`config.mk`:
```
export PLATFORM = sky130hd
export DESIGN_NAME = turn_wind_ctl
export DESIGN_NICKNAME = d
export VERILOG_FILES = /design/src/rtl/turn_wind_ctl.sv
export SDC_FILE = /design/constraint.sdc
export NUM_CORES = 1
export LEC_CHECK = 0
export CAP_MARGIN = 20
export CORE_MARGIN = 2
export CORE_UTILIZATION = 27
export DETAILED_ROUTE_END_ITERATION = 10
export DONT_BUFFER_PORTS = 1
export PLACE_DENSITY = 0.37
export SYNTH_ARGS = -nofsm -noshare
export SYNTH_HDL_FRONTEND = slang
export SYNTH_SLANG_ARGS = --single-unit
export TNS_END_PERCENT = 30
```
`constraint.sdc`:
```
create_clock -name clk_i -period 5.1 [get_ports clk_i]
set_input_delay 0.255 -clock clk_i [delete_from_list [all_inputs] [get_ports clk_i]]
set_output_delay 0.255 -clock clk_i [all_outputs]
set_load 0.01 [all_outputs]
```
`src/rtl/turn_wind_ctl.sv`:
```
// -----------------------------------------------------------------------------
// turn_wind_ctl
//
// Game-turn sequencer for the two-player artillery game. Each turn it sends a
// single-cycle next_turn request to the wind generator, waits for the new wind
// to settle, and latches it re-centred to a signed value. It then opens the aim
// window for the active player with a frame-based timeout, tracks the shot in
// flight, alternates players, and detects game over.
//
// Parameters:
//   TURN_FRAMES  frames allowed in AIM before the turn is forfeited
//   WIND_SETTLE  cycles from the next_turn pulse to the wind_signed update (>= 2)
//   WIND_CENTER  offset subtracted from the raw wind
//
// Ports:
//   clk_i            system clock
//   rst_i            asynchronous active-high reset
//   start_i          begin game pulse (honoured in IDLE and OVER only)
//   fire_i           fire pulse from the active player
//   frame_tick_i     once-per-video-frame pulse
//   shot_done_i      projectile finished pulse
//   hit_i            qualifies shot_done_i: opponent destroyed
//   wind_in_i        raw wind from the generator, 0..100
//   next_turn_o      one-cycle request to the wind generator
//   wind_signed_o    latched wind, two's complement -50..+50
//   active_player_o  0 = player 1, 1 = player 2
//   fire_enable_o    high only while aiming
//   time_left_o      remaining aim frames
//   turn_count_o     completed turns, wraps 255 -> 0
//   game_over_o      high once a hit ends the game
//   winner_o         player who scored the hit, valid with game_over_o
// -----------------------------------------------------------------------------
module turn_wind_ctl #(
   parameter int unsigned TURN_FRAMES = 600,
   parameter int unsigned WIND_SETTLE = 2,
   parameter int unsigned WIND_CENTER = 50
) (
   input  logic       clk_i,
   input  logic       rst_i,
   input  logic       start_i,
   input  logic       fire_i,
   input  logic       frame_tick_i,
   input  logic       shot_done_i,
   input  logic       hit_i,
   input  logic [6:0] wind_in_i,
   output logic       next_turn_o,
   output logic [6:0] wind_signed_o,
   output logic       active_player_o,
   output logic       fire_enable_o,
   output logic [9:0] time_left_o,
   output logic [7:0] turn_count_o,
   output logic       game_over_o,
   output logic       winner_o
);

   // WIND_SETTLE >= 2, so $clog2 always yields at least one bit.
   localparam int unsigned SettleW = $clog2(WIND_SETTLE);

   // Wind is sampled one cycle before SETTLE ends so that wind_signed is valid
   // a cycle before fire_enable rises.
   localparam logic [SettleW-1:0] SettleLatch = SettleW'(WIND_SETTLE - 2);
   localparam logic [SettleW-1:0] SettleLast  = SettleW'(WIND_SETTLE - 1);
   localparam logic [9:0]         TurnFrames  = 10'(TURN_FRAMES);
   localparam logic [6:0]         WindCenter  = 7'(WIND_CENTER);

   typedef enum logic [2:0] {
      StIdle,
      StNewTurn,
      StSettle,
      StAim,
      StFlight,
      StSwap,
      StOver
   } state_e;

   state_e               state_q, state_d;
   logic [SettleW-1:0]   settle_q, settle_d;
   logic                 next_turn_q, next_turn_d;
   logic [6:0]           wind_q, wind_d;
   logic                 player_q, player_d;
   logic                 fire_en_q, fire_en_d;
   logic [9:0]           time_q, time_d;
   logic [7:0]           turns_q, turns_d;
   logic                 game_over_q, game_over_d;
   logic                 winner_q, winner_d;

   always_comb begin
      state_d  = state_q;
      settle_d = settle_q;
      wind_d   = wind_q;
      player_d = player_q;
      time_d   = time_q;
      turns_d  = turns_q;
      winner_d = winner_q;

      case (state_q)
         StIdle: begin
            if (start_i) begin
               state_d = StNewTurn;
            end
         end

         StNewTurn: begin
            settle_d = '0;
            state_d  = StSettle;
         end

         StSettle: begin
            settle_d = settle_q + 1'b1;
            if (settle_q == SettleLatch) begin
               // Plain 7-bit wrap-around subtraction; out-of-range raw wind is not clamped.
               wind_d = wind_in_i - WindCenter;
            end
            if (settle_q == SettleLast) begin
               settle_d = '0;
               time_d   = TurnFrames;
               state_d  = StAim;
            end
         end

         StAim: begin
            // Fire beats a coincident frame tick, so the final tick cannot forfeit a shot.
            if (fire_i) begin
               state_d = StFlight;
            end else if (time_q == '0) begin
               state_d = StSwap;
            end else if (frame_tick_i) begin
               time_d = time_q - 10'd1;
               if (time_q == 10'd1) begin
                  state_d = StSwap;
               end
            end
         end

         StFlight: begin
            if (shot_done_i) begin
               if (hit_i) begin
                  winner_d = player_q;
                  state_d  = StOver;
               end else begin
                  state_d = StSwap;
               end
            end
         end

         StSwap: begin
            player_d = ~player_q;
            turns_d  = turns_q + 8'd1;
            state_d  = StNewTurn;
         end

         StOver: begin
            if (start_i) begin
               player_d = 1'b0;
               turns_d  = '0;
               state_d  = StNewTurn;
            end
         end

         default: begin
            state_d = StIdle;
         end
      endcase

      // Status outputs are registered copies of the next state.
      next_turn_d = (state_d == StNewTurn);
      fire_en_d   = (state_d == StAim);
      game_over_d = (state_d == StOver);
   end

   always_ff @(posedge clk_i or posedge rst_i) begin
      if (rst_i) begin
         state_q     <= StIdle;
         settle_q    <= '0;
         next_turn_q <= 1'b0;
         wind_q      <= '0;
         player_q    <= 1'b0;
         fire_en_q   <= 1'b0;
         time_q      <= '0;
         turns_q     <= '0;
         game_over_q <= 1'b0;
         winner_q    <= 1'b0;
      end else begin
         state_q     <= state_d;
         settle_q    <= settle_d;
         next_turn_q <= next_turn_d;
         wind_q      <= wind_d;
         player_q    <= player_d;
         fire_en_q   <= fire_en_d;
         time_q      <= time_d;
         turns_q     <= turns_d;
         game_over_q <= game_over_d;
         winner_q    <= winner_d;
      end
   end

   assign next_turn_o     = next_turn_q;
   assign wind_signed_o   = wind_q;
   assign active_player_o = player_q;
   assign fire_enable_o   = fire_en_q;
   assign time_left_o     = time_q;
   assign turn_count_o    = turns_q;
   assign game_over_o     = game_over_q;
   assign winner_o        = winner_q;

endmodule

```
==> results.sh, run 1 <==
export IMPL_status="completed"
export IMPL_drt_pass1_iterations=4
export IMPL_synth_edf_count=0
export IMPL_rsz0062_at_grt="false"
export IMPL_hp_start="wind_in_i[1]"
export IMPL_tightest_slew_ns=0.959
export IMPL_ant_nets=0
export IMPL_grt_start_max_net_pins=35
export IMPL_regToRegSetupSlack_ns=2.82
export IMPL_cts_setup_buffers=0
export IMPL_async_reset_ff_frac=1.00
export IMPL_clock_sinks=34
export IMPL_synth_nets=212
export IMPL_relSlewSlack=0.355
export IMPL_clock_path_buffers=2
export IMPL_avgSynthCellArea_um2=9.50
export IMPL_cts_buffers_inserted=5
export IMPL_power_leakage_nw=0.807
export IMPL_slowest_stage="nor3_2"
export IMPL_cp_start_kind="register"
export IMPL_synth_distinct_cells=37
export IMPL_vias_per_cell=5.27
export IMPL_synthCells=193
export IMPL_synth_seq_cells=34
export IMPL_vias=1450
export IMPL_r2r_end="time_left_o[3]"
export IMPL_route_detailed_drc=0
export IMPL_finalHoldViolCount=0
export IMPL_start_util=0.274
export IMPL_min_path_type="input pin to register"
export IMPL_layout_commonest_cell="dfrtp_1"
export IMPL_synth_main_ff_cell="dfrtp_1"
export IMPL_fin_nets=213
export IMPL_die_h_um=86.4
export IMPL_core_area_mm2=0.00668
export IMPL_cpPeakStageDelay_ns=0.76
export IMPL_rr_startpoint="time_left_o[4]"
export IMPL_reg2reg_depth=4
export IMPL_drtIter0Drc=76
export IMPL_peakVddDrop_v=0.000123
export IMPL_syn_area_mm2=0.00183
export IMPL_place_ws_ns=2.83
export IMPL_grt_pass1_vias=1426
export IMPL_diodes=0
export IMPL_die_area_mm2=0.00746
export IMPL_path_class="register to register"
export IMPL_grt_overflow=0
export IMPL_worst_path_stages=4
export IMPL_finalClockSkew_ns=0.00423
export IMPL_period_share=0.447
export IMPL_register_area_um2=851
export IMPL_cp_data_required_time_ns=5.26
export IMPL_finalWeightedCongestion=0.743
export IMPL_crit_buf_inv=0
export IMPL_hold_depth=1
export IMPL_dp_hpwl_mm=3.15
export IMPL_maxCapViolCount=0
export IMPL_final_cell_mix="dfrtp_1, a21oi_1, nor2_1"
export IMPL_slew_viol_final=0
export IMPL_crit_fanout=18
export IMPL_worstSkewPairLatency_ns=0.28
export IMPL_setup_viol=0
export IMPL_routedWlPerCell_um=15.9
export IMPL_fp_row_count=30
export IMPL_fill_cells=713
export IMPL_ioPinCount=44
export IMPL_drive_gt1_frac=0.0872
export IMPL_antenna_found_initial=0
export IMPL_grt_pass1_wl_mm=7.04
export IMPL_crit_arrival_ns=2.44
export IMPL_path_clk_slew_ns=0.07
export IMPL_h_tree_depth=2
export IMPL_powerDensity_mw_per_mm2=573
export IMPL_syn2layout_area_growth_pct=10.2
export IMPL_fp_dieW_um=86.4
export IMPL_max_freq_mhz=439
export IMPL_wirelength_mm=4.39
export IMPL_io_buffers=0
export IMPL_grt_usage=0.122
export IMPL_period_needed_ns=2.28
export IMPL_cts_root_buf="clkbuf_8"
export IMPL_seq_area_frac_synth=0.464
export IMPL_hold_path_end="wind_signed_o[1]"
export IMPL_cpLargestDelayFamily="simple AND/OR/NAND/NOR gates"
export IMPL_yosysWarnings=0
export IMPL_tns_ns=0
export IMPL_multi_input_area_um2=916
export IMPL_cts_tree="built"
export IMPL_path_cells="or4_4 > nor3_2 > or4_1 > nand3_1"
export IMPL_setup_ws_ns=2.82
export IMPL_endpoint_kind="register"
Yosys cell counts (4+ instances only):
cell      number  area share
ha_1           5       0.034
nand2b_1       4       0.014
mux2_2         4       0.025
clkbuf_1       8       0.016
xor2_1         4       0.019
dfrtp_1       34        0.46
nor4_1         4       0.014
nand2_1        9       0.018
a21oi_1       18       0.049
xnor2_1        5       0.024
nor3_1         5       0.014
inv_1         10       0.020
nor2_1        17       0.035
o31ai_1        7       0.029
or4_1         10       0.041
o21ai_0       12       0.033
how the worst max path moves through the flow:
stage | startpoint | to
floorplan | time_left_o[4] | time_left_o[9]
global placement | state_q[1] | time_left_o[5]
detailed placement | time_left_o[4] | time_left_o[0]
CTS | time_left_o[4] | time_left_o[0]
global route | state_q[1] | time_left_o[9]
finish | time_left_o[4] | time_left_o[3]
stage by stage:
stage | instance area [µm²] | std cells | hold slack, ns | utilization | total power, mW
after floorplan | 1830 | 193 | 0.340 | - | 0.841
after global placement | 1910 | 265 | 0.282 | 0.286 | 0.947
after detailed placement | 1920 | 266 | 0.287 | 0.287 | 0.965
after CTS | 2020 | 275 | 0.0501 | 0.302 | 1.18
after global routing | 2020 | 275 | 0.0416 | 0.302 | 1.26
final | 2020 | 275 | 0.0561 | 0.302 | 1.16
metal layers:
metal  global-route usage  part of all wire  vias up
li1                     -                 -      704
met1                0.140              0.44      719
met2                0.208              0.50       25
met3               0.0476             0.052        2
met4               0.0426            0.0068        0
met5                    0                 0        -
area by class of cell:
cell class	count	share of cell area
timing repair buffer	3	0.0124
multi-input combinational	140	0.453
inverter	10	0.0186
clock buffer	7	0.0427
sequential	34	0.421
tap	80	0.0495
clock inverter	1	0.00248
flip-flops by register name, indices dropped and copies added (netlist names):
name,cells
next_turn_o,1
time_left_o,10
winner_o,1
game_over_o,1
fire_enable_o,1
active_player_o,1
state_q,3
turn_count_o,8
wind_signed_o,7
settle_q,1
worst reg2reg max path, delay by kind of cell (launching register included):
kind	cells	cell delay, ns
flops	1	0.48
simple gates	4	1.68
what timing repair did:
item | 4_1_cts | 5_1_grt
resized for setup | 0 | 0
endpoints found under the hold margin | 34 | 0
hold buffers | 1 | 0
power breakdown:
group / internal, mW / switching, mW
combinational: 0.164 / 0.226
clock: 0.109 / 0.0972
sequential: 0.374 / 0.187
total: 0.647 / 0.511
cell families after synthesis:
logic type,share of synthesized area
fa+ha+maj,0.0341
flops,0.464
compound gates,0.167
simple gates,0.223
xor+xnor,0.0430
buf+inv,0.0396
mux,0.0300
Power figures use the tool's default switching activity.
==> inputs of run 2 (changes only) <==
--- a/config.mk
+++ b/config.mk
@@ -10,7 +10,7 @@
 export CORE_UTILIZATION = 27
 export DETAILED_ROUTE_END_ITERATION = 10
 export DONT_BUFFER_PORTS = 1
-export PLACE_DENSITY = 0.37
+export PLACE_DENSITY = 0.39
 export SYNTH_ARGS = -nofsm -noshare
 export SYNTH_HDL_FRONTEND = slang
 export SYNTH_SLANG_ARGS = --single-unit
==> constraint.sdc (replaced) <==
create_clock -name clk_i -period 1.9 [get_ports clk_i]
set_input_delay 0.095 -clock clk_i [delete_from_list [all_inputs] [get_ports clk_i]]
set_output_delay 0.095 -clock clk_i [all_outputs]
set_load 0.01 [all_outputs]
==> run 2 against run 1 <==
  * The run now ends with setup timing left
  * Die area stayed put
  * Flip-flop and latch count stayed put
  * Sequential share of layout area is 4.4 points lower
  * Largest power group is now combinational cells
  * Clock skew hardly changed
  * Setup slack worse by 2.8 ns
  * Final area is 12% higher
  * Critical endpoint is now time_left_o[9]
==> results.sh, run 2 (same netlist as run 1, synthesis figures left out) <==
export IMPL_fp_row_count=30
export IMPL_route_detailed_drc=0
export IMPL_diodes=0
export IMPL_fin_cells=302
export IMPL_ant_nets=0
export IMPL_grt_start_max_net_pins=35
export IMPL_vias=1560
export IMPL_maxCapViolCount=0
export IMPL_path_cells="or4_4 > or4_4 > or4_4 > nand3_2"
export IMPL_clock_sinks=34
export IMPL_powerDensity_mw_per_mm2=1510
export IMPL_path_clk_slew_ns=0.07
export IMPL_violations="setup timing"
export IMPL_wirelength_mm=4.57
export IMPL_cpMostUsedCell="or4_4"
export IMPL_period_share=1.00
export IMPL_cp_data_required_time_ns=2.12
export IMPL_slew_viol_final=0
export IMPL_reg2reg_depth=4
export IMPL_hold_depth=2
export IMPL_cts_tree="built"
export IMPL_period_needed_ns=1.90
export IMPL_rsz0062_at_grt="true"
export IMPL_cpLargestDelayFamily="simple AND/OR/NAND/NOR gates"
export IMPL_syn2layout_area_growth_pct=23.6
export IMPL_path_class="register to register"
export IMPL_fin_nets=240
export IMPL_place_area_mm2=0.00209
export IMPL_die_h_um=86.4
export IMPL_status="finished, violations left"
export IMPL_finalHoldViolCount=0
export IMPL_layout_commonest_cell="dfrtp_1"
export IMPL_routedWlPerCell_um=15.1
export IMPL_endpoint_kind="register"
export IMPL_min_path_type="input pin to register"
export IMPL_tns_ns=-0.00232
export IMPL_start_util=0.274
export IMPL_final_area_mm2=0.00227
export IMPL_finalWeightedCongestion=0.798
export IMPL_place_ws_ns=0.0208
export IMPL_peakVddDrop_v=0.000394
export IMPL_grt_overflow=0
export IMPL_fin_total_pwr_mw=3.41
export IMPL_cts_root_buf="clkbuf_8"
export IMPL_dpl_cell_count=288
export IMPL_relSlewSlack=0.612
export IMPL_hold_path_end="wind_signed_o[5]"
export IMPL_io_buffers=0
export IMPL_final_cell_mix="dfrtp_1, buf_4, nor2_1"
export IMPL_h_tree_depth=2
export IMPL_finalClockSkew_ns=0.00463
export IMPL_regToRegSetupSlack_ns=-0.002
export IMPL_largest_reg_flops=10
export IMPL_core_area_mm2=0.00668
export IMPL_rr_startpoint="time_left_o[7]"
export IMPL_cpPeakStageDelay_ns=0.53
export IMPL_hp_start="wind_in_i[5]"
export IMPL_slowest_stage="or4_4"
export IMPL_ioPinCount=44
export IMPL_crit_arrival_ns=2.12
export IMPL_tightest_slew_ns=0.577
export IMPL_drive_gt1_frac=0.225
export IMPL_setup_ws_ns=-0.00232
export IMPL_antenna_found_initial=0
export IMPL_power_leakage_nw=0.941
export IMPL_cp_start_kind="register"
export IMPL_crit_buf_inv=0
export IMPL_clock_path_buffers=2
export IMPL_max_freq_mhz=526
export IMPL_drtIter0Drc=44
export IMPL_setup_viol=1
export IMPL_grt_pass1_wl_mm=7.78
export IMPL_grt_usage=0.131
export IMPL_r2r_end="time_left_o[9]"
export IMPL_cts_buffers_inserted=5
export IMPL_fp_dieW_um=86.4
export IMPL_dp_hpwl_mm=3.33
export IMPL_drt_pass1_iterations=4
export IMPL_die_area_mm2=0.00746
export IMPL_vias_per_cell=5.17
export IMPL_grt_pass1_vias=1611
export IMPL_crit_fanout=2
export IMPL_worstSkewPairLatency_ns=0.28
[run 2: routing by layer]
metal  wire length, µm  part of all wire  global-route usage  up-vias
met5                 0                 0                   0        -
met4                40            0.0088              0.0298        0
met3               289             0.063              0.0495        4
met2              2290              0.50               0.229       39
met1              1950              0.43               0.153      764
li1                  -                 -                   -      753
[run 2: worst max-delay path by stage]
| stage | start | end | slack (ns) | depth (start not counted) |
|---|---|---|---|---|
| after floorplan | time_left_o[5] | time_left_o[9] | -0.04 | 4 |
| after CTS | time_left_o[2] | time_left_o[9] | 0.01 | 4 |
| final | time_left_o[7] | time_left_o[9] | -0.002 | 4 |
| after global placement | time_left_o[7] | time_left_o[9] | 0.04 | 4 |
| after global routing | time_left_o[7] | time_left_o[9] | -0.05 | 4 |
| after detailed placement | time_left_o[2] | time_left_o[9] | 0.02 | 4 |
[run 2: where the power goes]
| group | total [mW] | leakage, nW | switching [mW] | internal, mW |
|---|---|---|---|---|
| Combinational | 1.51 | 0.476 | 0.829 | 0.679 |
| Clock | 0.550 | 0.0482 | 0.258 | 0.292 |
| Sequential | 1.36 | 0.416 | 0.345 | 1.01 |
[run 2: timing repair]
item,CTS,global route
endpoints found under the setup margin,0,9
hold buffers,5,0
endpoints found under the hold margin,38,0
gates resized for setup,0,9
setup buffers,0,1
[run 2: final cells by class]
| cell class | instances | area (µm²) |
|---|---|---|
| inverters | 10 | 37.5 |
| fillers | 716 | 4420 |
| multi-input cells | 140 | 946 |
| repair buffers | 30 | 238 |
| flip-flops and latches | 34 | 853 |
| clock buffers | 7 | 86.3 |
| well taps | 80 | 100 |
| clock inverters | 1 | 5.00 |
[run 2: worst reg2reg max path, stage by stage (launching register included)]
cell and delay, ns:
dfrtp_1 0.38, or4_4 0.53, or4_4 0.43, or4_4 0.42
nand3_2 0.08
[run 2: through the flow]
stage,util,hold slack [ns]
after global routing,0.339,0.0357
after detailed placement,0.312,0.124
final,0.339,0.0358
after CTS,0.333,0.0169
after floorplan,-,0.180
after global placement,0.312,0.119
